### config.mk
export PLATFORM = sky130hd
export DESIGN_NAME = mvm_sched
export DESIGN_NICKNAME = d
export VERILOG_FILES = /design/src/rtl/mvm_sched.sv
export SDC_FILE = /design/constraint.sdc
export NUM_CORES = 1
export LEC_CHECK = 0
export CAP_MARGIN = 20
export CORE_AREA = 5 5 159 161
export CTS_CLUSTER_DIAMETER = 50
export DETAILED_ROUTE_END_ITERATION = 7
export DIE_AREA = 0 0 164 166
export PLACE_DENSITY = 0.69
export SLEW_MARGIN = 20
export SYNTH_ARGS = -nofsm -noshare
export SYNTH_HDL_FRONTEND = slang
export SYNTH_SLANG_ARGS = --single-unit
### constraint.sdc
create_clock -name clk -period 5.3 [get_ports clk]
set_input_delay 1.06 -clock clk [delete_from_list [all_inputs] [get_ports clk]]
set_output_delay 1.06 -clock clk [all_outputs]
set_load 0.02 [all_outputs]
### src/rtl/mvm_sched.sv
// Shares one matrix-vector engine among NUM_REQ requesters using round-robin arbitration.
// Optional performance counters are built only when MVM_SCHED_PERF_EN is defined.
module mvm_sched #(
    parameter int NUM_REQ     = 2,
    parameter int MATRIX_ROWS = 3,
    parameter int SHARED_DIM  = 3,
    parameter int WIDTH       = 8,
    parameter int MVM_LATENCY = 6
) (
    input  logic                                           clk,
    input  logic                                           reset,
    input  logic [NUM_REQ-1:0]                             req_valid,
    output logic [NUM_REQ-1:0]                             req_ready,
    input  logic [NUM_REQ*MATRIX_ROWS*SHARED_DIM*WIDTH-1:0] req_matrix,
    input  logic [NUM_REQ*SHARED_DIM*WIDTH-1:0]            req_vector,
    output logic [NUM_REQ-1:0]                             resp_valid,
    input  logic [NUM_REQ-1:0]                             resp_ready,
    output logic [MATRIX_ROWS*WIDTH-1:0]                   resp_data,
    output logic                                           mvm_reset,
    output logic                                           mvm_start,
    output logic [MATRIX_ROWS*SHARED_DIM*WIDTH-1:0]        mvm_matrix,
    output logic [SHARED_DIM*WIDTH-1:0]                    mvm_vector,
    input  logic [MATRIX_ROWS*WIDTH-1:0]                   mvm_result,
    output logic [31:0]                                    perf_jobs,
    output logic [31:0]                                    perf_busy,
    output logic [2:0]                                     dbg_state_o
);

    localparam int MW = MATRIX_ROWS * SHARED_DIM * WIDTH;
    localparam int VW = SHARED_DIM * WIDTH;
    localparam int RW = MATRIX_ROWS * WIDTH;
    localparam int IW = $clog2(NUM_REQ);
    localparam int CW = $clog2(MVM_LATENCY + 1);
    localparam logic [CW-1:0] LAT_M1 = CW'(MVM_LATENCY - 1);

    typedef enum logic [2:0] {IDLE, CLR, START, WAIT, DONE} state_t;

    state_t          state_q, state_d;
    logic [IW-1:0]   rr_ptr_q, rr_ptr_d;
    logic [IW-1:0]   owner_q, owner_d;
    logic [IW-1:0]   grant_idx;
    logic            grant_found;
    logic [CW-1:0]   wait_cnt_q, wait_cnt_d;
    logic [MW-1:0]   mat_q, mat_d;
    logic [VW-1:0]   vec_q, vec_d;
    logic [RW-1:0]   res_q, res_d;
    logic            mvm_reset_q;

    // Round-robin search: first requester at or above rr_ptr, else lowest index.
    always_comb begin
        grant_found = 1'b0;
        grant_idx   = '0;
        for (int k = 0; k < NUM_REQ; k++) begin
            if (!grant_found && req_valid[k] && (IW'(k) >= rr_ptr_q)) begin
                grant_found = 1'b1;
                grant_idx   = IW'(k);
            end
        end
        for (int k = 0; k < NUM_REQ; k++) begin
            if (!grant_found && req_valid[k]) begin
                grant_found = 1'b1;
                grant_idx   = IW'(k);
            end
        end
    end

    // Handshakes: a transfer happens in any cycle where valid and ready are both high;
    // ready is offered only in IDLE (request side) and valid only in DONE (response side).
    always_comb begin
        state_d    = state_q;
        rr_ptr_d   = rr_ptr_q;
        owner_d    = owner_q;
        wait_cnt_d = wait_cnt_q;
        mat_d      = mat_q;
        vec_d      = vec_q;
        res_d      = res_q;
        req_ready  = '0;
        resp_valid = '0;
        case (state_q)
            IDLE: begin
                if (grant_found) begin
                    req_ready[grant_idx] = 1'b1;
                    owner_d  = grant_idx;
                    rr_ptr_d = (grant_idx == IW'(NUM_REQ - 1)) ? '0 : grant_idx + 1'b1;
                    for (int k = 0; k < NUM_REQ; k++) begin
                        if (IW'(k) == grant_idx) begin
                            mat_d = req_matrix[k*MW +: MW];
                            vec_d = req_vector[k*VW +: VW];
                        end
                    end
                    state_d = CLR;
                end
            end
            CLR:   state_d = START;
            START: begin
                wait_cnt_d = LAT_M1;
                state_d    = WAIT;
            end
            WAIT: begin
                if (wait_cnt_q == '0) begin
                    res_d   = mvm_result;
                    state_d = DONE;
                end else begin
                    wait_cnt_d = wait_cnt_q - 1'b1;
                end
            end
            DONE: begin
                resp_valid[owner_q] = 1'b1;
                if (resp_ready[owner_q]) state_d = IDLE;
            end
            default: state_d = IDLE;
        endcase
    end

    always_ff @(posedge clk) begin
        if (reset) begin
            state_q     <= IDLE;
            rr_ptr_q    <= '0;
            owner_q     <= '0;
            wait_cnt_q  <= '0;
            mat_q       <= '0;
            vec_q       <= '0;
            res_q       <= '0;
            mvm_reset_q <= 1'b1;
        end else begin
            state_q     <= state_d;
            rr_ptr_q    <= rr_ptr_d;
            owner_q     <= owner_d;
            wait_cnt_q  <= wait_cnt_d;
            mat_q       <= mat_d;
            vec_q       <= vec_d;
            res_q       <= res_d;
            mvm_reset_q <= (state_d == CLR);
        end
    end

    assign mvm_reset   = mvm_reset_q;
    assign mvm_start   = (state_q == START);
    assign mvm_matrix  = mat_q;
    assign mvm_vector  = vec_q;
    assign resp_data   = res_q;
    assign dbg_state_o = state_q;

`ifdef MVM_SCHED_PERF_EN
    logic [31:0] jobs_q, busy_q;

    always_ff @(posedge clk) begin
        if (reset) begin
            jobs_q <= '0;
            busy_q <= '0;
        end else begin
            if ((state_q == DONE) && resp_ready[owner_q] && (jobs_q != '1)) jobs_q <= jobs_q + 1'b1;
            if ((state_q != IDLE) && (busy_q != '1)) busy_q <= busy_q + 1'b1;
        end
    end

    assign perf_jobs = jobs_q;
    assign perf_busy = busy_q;
`else
    assign perf_jobs = '0;
    assign perf_busy = '0;
`endif

endmodule

Word-level counts from Yosys, hierarchy flattened
Cells that the tools add are included.
{ "word_totals": {"ff_bits": 129, "latchBits": 0, "mem_bits_rw": 0, "romBits": 0, "in_bits": 222, "output_inout_bits": 193, "wordCells": 63, "memories": 0} }
{ "op_classes": {"add_sub_neg": 2, "multipliers": 0, "div_mod_pow": 0, "magnitude_cmp": 6, "n_eq_ne": 6, "shift": 0, "n_mux": 25, "bitwise_logic": 0, "n_reduce_logical": 16} }
{ "ops": {"columns": ["op", "n"], "rows": [
  ["two-way mux 72 bit", 1],
  ["two-way mux 24 bit", 1],
  ["case mux 3 bit (5 select lines)", 1],
  ["two-way mux 1 bit", 12],
  ["two-way mux 3 bit", 4],
  ["logical AND 1 bit", 7],
  ["== test 3 x 1 -> 1 bit (second input constant)", 2],
  ["== test 3 x 2 -> 1 bit (second input constant)", 2],
  ["logical NOT 3 bit", 2],
  ["two-way mux 2 bit", 3],
  ["case mux 3 bit (2 select lines)", 1],
  ["AND reduction 2 bit", 3],
  ["< comparator 1 x 2 -> 1 bit (second input constant)", 2],
  ["== test 3 bit (second input constant)", 1],
  ["logical NOT 1 bit", 3],
  ["subtractor 3 x 1 -> 3 bit (second input constant)", 1],
  ["demux 1 bit (select 1 bit)", 2],
  [">= comparator 1 bit (first input constant)", 2],
  [">= comparator 1 bit (second input constant)", 2],
  ["inequality test 2 bit (second input constant)", 1],
  ["nonzero test 2 bit", 1],
  ["adder 1 bit (second input constant)", 1]
]} }

Logic depth before layout (Yosys ltp)
{ "depth": {"ltp_word": 19, "mapped_depth": 8, "ltp_nobuf": 6} }

Worst setup path after synthesis
No wires, ideal clock.
{ "synth_timing": {"path_kind": "in2out", "start": "in req_valid[1]", "end": "out req_ready[1]", "arrival_time_ns": 1.952, "required_time_ns": 4.240, "path_slack_ns": 2.288, "cell_stages": 4, "path_buffers": 2, "path_cell_list": "clkbuf_1 > o21ai_0 > clkbuf_1 > nor2_1"} }
{ "synth_between": {"elab_chain_cells": 15, "elab_cells_between_ends": 19, "classes_between": "order compare: 2; mux: 10; reduce/logical: 7"} }
{ "synth_lines": {"columns": ["element", "line", "text"], "rows": [
  ["from (decl)", "12", "input logic [NUM_REQ-1:0] req_valid,"],
  ["logical AND 1 bit (2 in a row)", "54", "if (!grant_found && req_valid[k] && (IW'(k) >= rr_ptr_q)) begin"],
  ["two-way mux 1 bit", "54", null],
  ["logical NOT 1 bit", "60", "if (!grant_found && req_valid[k]) begin"],
  ["logical AND 1 bit", "60", null],
  ["two-way mux 1 bit", "60", null],
  ["logical NOT 1 bit", "60", null],
  ["logical AND 1 bit", "60", null],
  ["two-way mux 1 bit", "60", null],
  ["< comparator 1 x 2 -> 1 bit (not written as such) or >= comparator 1 bit (tied branches)", "82", "req_ready[grant_idx] = 1'b1;"],
  ["logical AND 1 bit (not written as such)", "82", null],
  ["two-way mux 1 bit (not written as such)", "82", null],
  ["demux 1 bit (select 1 bit)", "82", null],
  ["two-way mux 2 bit *", "81", "if (grant_found) begin"],
  ["two-way mux 2 bit *", "79", "case (state_q)"],
  ["to (decl)", "13", "output logic [NUM_REQ-1:0] req_ready,"]
]} }
Mark *: on every way between the ends. The rest lies on a longest branch, timed or not.

Final worst setup path
{ "layout_timing": {"start": "in req_valid[0]", "end": "out req_ready[0]"} }
{ "layout_between": {"elab_chain_cells": 18, "elab_cells_between_ends": 22, "classes_between": "order compare: 2; mux: 11; reduce/logical: 9"} }
{ "layout_lines": {"columns": ["element", "line"], "rows": [
  ["logical AND 1 bit", "54"],
  ["two-way mux 1 bit", "54"],
  ["logical NOT 1 bit", "54"],
  ["logical AND 1 bit (2 in a row)", "54"],
  ["two-way mux 1 bit", "54"],
  ["logical NOT 1 bit", "60"],
  ["logical AND 1 bit", "60"],
  ["two-way mux 1 bit", "60"],
  ["logical NOT 1 bit", "60"],
  ["logical AND 1 bit", "60"],
  ["two-way mux 1 bit", "60"],
  ["< comparator 1 x 2 -> 1 bit (not written as such) or >= comparator 1 bit (tied branches)", "82"],
  ["logical AND 1 bit (not written as such)", "82"],
  ["two-way mux 1 bit (not written as such)", "82"],
  ["demux 1 bit (select 1 bit)", "82"],
  ["two-way mux 2 bit *", "81"],
  ["two-way mux 2 bit *", "79"]
]} }
Marked as above.

==> impl_metrics.tcl <==
set metrics [dict create \
    reg2reg_to "mvm_matrix[34]" \
    setup_viol 0 \
    startpoint_type "input port" \
    synthMuxAreaShare 0.00177 \
    hold_end "resp_data[23]" \
    busiest_layer "met2" \
    fp.dieH_um 166 \
    synthCells 692 \
    synth_top_area_frac 0.456 \
    status "finished clean" \
    final_hold_viol_count 0 \
    grt_usage 0.152 \
    synth-edff-count 0 \
    ff2ff_setup_slack_ns 2.95 \
    die_x_um 164 \
    synthFlopType "dfxtp_1" \
    use_met3 0.0501 \
    synthXorXnorAreaFrac 0 \
    rows 57 \
    finalSetupTns_ns 0 \
    cp.arrival_ns 2.79 \
    r2r_start "rr_ptr_q" \
    synth_top_family_by_area "compound AO/OA/AOI/OAI gates" \
    synth_compound_area_frac 0.239 \
    area_growth_pct 71.8 \
    fin_crit_sh 0.726 \
    holdBufCountCts 0 \
    cts_setup_buffers 0 \
    place_congestion 0.798 \
    synth_seq_cells 129 \
    min_path_type "reg -> reg" \
    synth_commonest_cells "nand2_1, dfxtp_1, a22oi_1" \
    port_buffers 350 \
    start_util 0.238 \
    place_area_sq_um 9160 \
    seq_area_frac_synth 0.456 \
    crit_required_ns 4.24 \
    ant_nets 0 \
    clock.fmax_mhz 260 \
    clock_latency_ns 0.41 \
    grt_max_degree 67 \
    routedWlPerCell_um 16.2 \
    drv_slew 0 \
    worst_pin_slew_ns 0.956 \
    worstPathMaxFanout 4 \
    clockRootBuffer "clkbuf_16" \
    synth-simple-area-share 0.164 \
    max_cap_viol_count 0 \
    yosys.area.top_type "dfxtp_1" \
    cp_cell_sequence "clkdlybuf4s50_1 -> nor4b_1 -> and2_1 -> clkdlybuf4s50_1" \
    antenna_found_initial 3 \
    crit_top_cell "clkdlybuf4s50_1" \
    ir_drop_mv 0.150 \
    path_delay_family "buffers and inverters" \
    worstSetupPathType "in -> out" \
    core_region_area_sq_um 23800 \
    leakagePower_nw 3.88 \
    worst_path_max_delay_cell "clkdlybuf4s50_1" \
    use_met1 0.169 \
    yosysWarnings 0 \
    clockBufferDepth 2 \
    cp_num_buf_inv 2 \
    dp_hpwl_mm 16.1 \
    viasPerCell 4.37 \
    use_met2 0.266 \
    dieArea_sq_um 27200 \
    drc_errors 0 \
    grt_pass1_vias 5726 \
    clock_sinks 129 \
    synthesis.area_sq_um 5670 \
    fin_area_sq_um 9730 \
    postSynthAreaPerCell_sq_um 8.19 \
    fillers 2394 \
    cts_max_level 4 \
    cts_tree "yes" \
    slew_headroom 0.363 \
    dr.pass1.iters 4 \
    grt_pass1_wl_mm 32.3 \
    powerDensity_nw_per_um2 347 \
    io_pins 415 \
    ff2ff_path_depth 5 \
    cpPeakStageDelay_ns 0.61 \
    layout-drive-gt1-share 0.0496 \
    ys_types 33 \
    worstHoldStart "resp_data[23]" \
    synth-adder-area-share 0.00442 \
    nets 1240 \
    async_reset_ff_frac 0 \
    holdPathStages 2 \
    ctsResizeCount 0 \
    grt_overflow 0 \
    numCtsBuffers 17 \
    cp-end-kind "primary output" \
    clock_skew_ns 0.00819 \
    netlist_top_cells_area "dfxtp_1, nand2_1, a22oi_1" \
    first_iter_violations 374 \
    drt-total-wl_mm 21.9 \
    rsz0062_at_grt "false" \
    clk_pin_slew_ns 0.06 \
    num_vias 5912 \
    synth.most_common_cell "nand2_1" \
    fin_crit_ns 3.85 \
]
## per-layer routing
| layer | vias to the layer above | routed length, um |
|---|---|---|
| met3 | 36 | 1840 |
| met5 | - | 19 |
| met4 | 4 | 609 |
| met1 | 2716 | 8460 |
| met2 | 250 | 11000 |
| li1 | 2906 | - |
## state kept, by name, summed over array words and instances (netlist names)
name         count
owner_q          1
resp_data       24
mvm_reset        1
mvm_matrix      72
dbg_state_o      3
mvm_vector      24
wait_cnt_q       3
rr_ptr_q         1
## worst register-to-register path, stage by stage, from the launching register on
cell      delay [ns]
dfxtp_1         0.38
buf_4           0.36
o2111a_2        0.79
buf_4           0.51
a22oi_1         0.15
nand2_1         0.10
## logic make-up (layout without fill, tap and decap cells)
logic type,count (synthesis),after routing
simple gates,238,238
compound gates,196,196
flops,129,129
buf+inv,125,399
fa+ha+maj,2,2
other cells,1,65
mux,1,1
## worst max path at each step
stage	from	endpoint	slack, ns	cells after the start
6_report	req_valid[0]	req_ready[0]	1.45	4
2_1_floorplan	req_valid[1]	req_ready[1]	2.29	4
5_1_grt	req_valid[0]	req_ready[0]	1.37	4
3_3_place_gp	req_valid[0]	req_ready[0]	1.51	4
4_1_cts	req_valid[0]	req_ready[0]	1.46	4
3_5_place_dp	req_valid[0]	req_ready[0]	1.48	4
## per-stage QoR
stage / power (mW) / setup slack, ns / util / instances / hold WS [ns]
floorplan: 1.76 / 2.29 / - / 755 / 0.432
global placement: 2.27 / 1.51 / 0.385 / 1320 / 0.441
detailed placement: 2.28 / 1.48 / 0.385 / 1320 / 0.446
CTS: 3.43 / 1.46 / 0.408 / 1352 / 0.454
global route: 3.56 / 1.37 / 0.409 / 1354 / 0.471
finish: 3.38 / 1.45 / 0.409 / 1354 / 0.453
## area by class of cell
cell class / instances / area, sq um / area share
Clock inverter: 14 / 120 / 0.0123
Clock buffer: 18 / 439 / 0.0451
Inverter: 6 / 22.5 / 0.00231
Antenna cell: 1 / 2.50 / 0.000257
Multi-Input combinational cell: 501 / 2580 / 0.265
Timing Repair Buffer: 361 / 3580 / 0.368
Tap cell: 324 / 405 / 0.0416
Sequential cell: 129 / 2580 / 0.265
## power by group
part,total [mW],internal (mW),switching [mW]
clock network,1.13,0.625,0.502
logic,1.05,0.496,0.557
registers,1.20,1.11,0.0845
## cells in the final DEF, fill, tap and decap left out, types with 2 or more instances in the layout
cell type	netlist	layout
a211o_1	30	30
a211oi_1	31	31
a21oi_1	28	28
a22oi_1	66	66
and3_1	3	2
buf_4	64	10
clkbuf_16	0	17
clkdlybuf4s50_1	0	349
clkinv_4	0	3
clkinvlp_4	0	4
conb_1	1	64
dfxtp_1	129	129
ha_1	2	2
inv_1	6	6
inv_6	0	6
nand2_1	185	185
nand3_1	2	2
nor2_1	39	38
nor2b_1	2	2
o21ai_0	34	33
No activity file was read; power rests on OpenSTA's default activity.
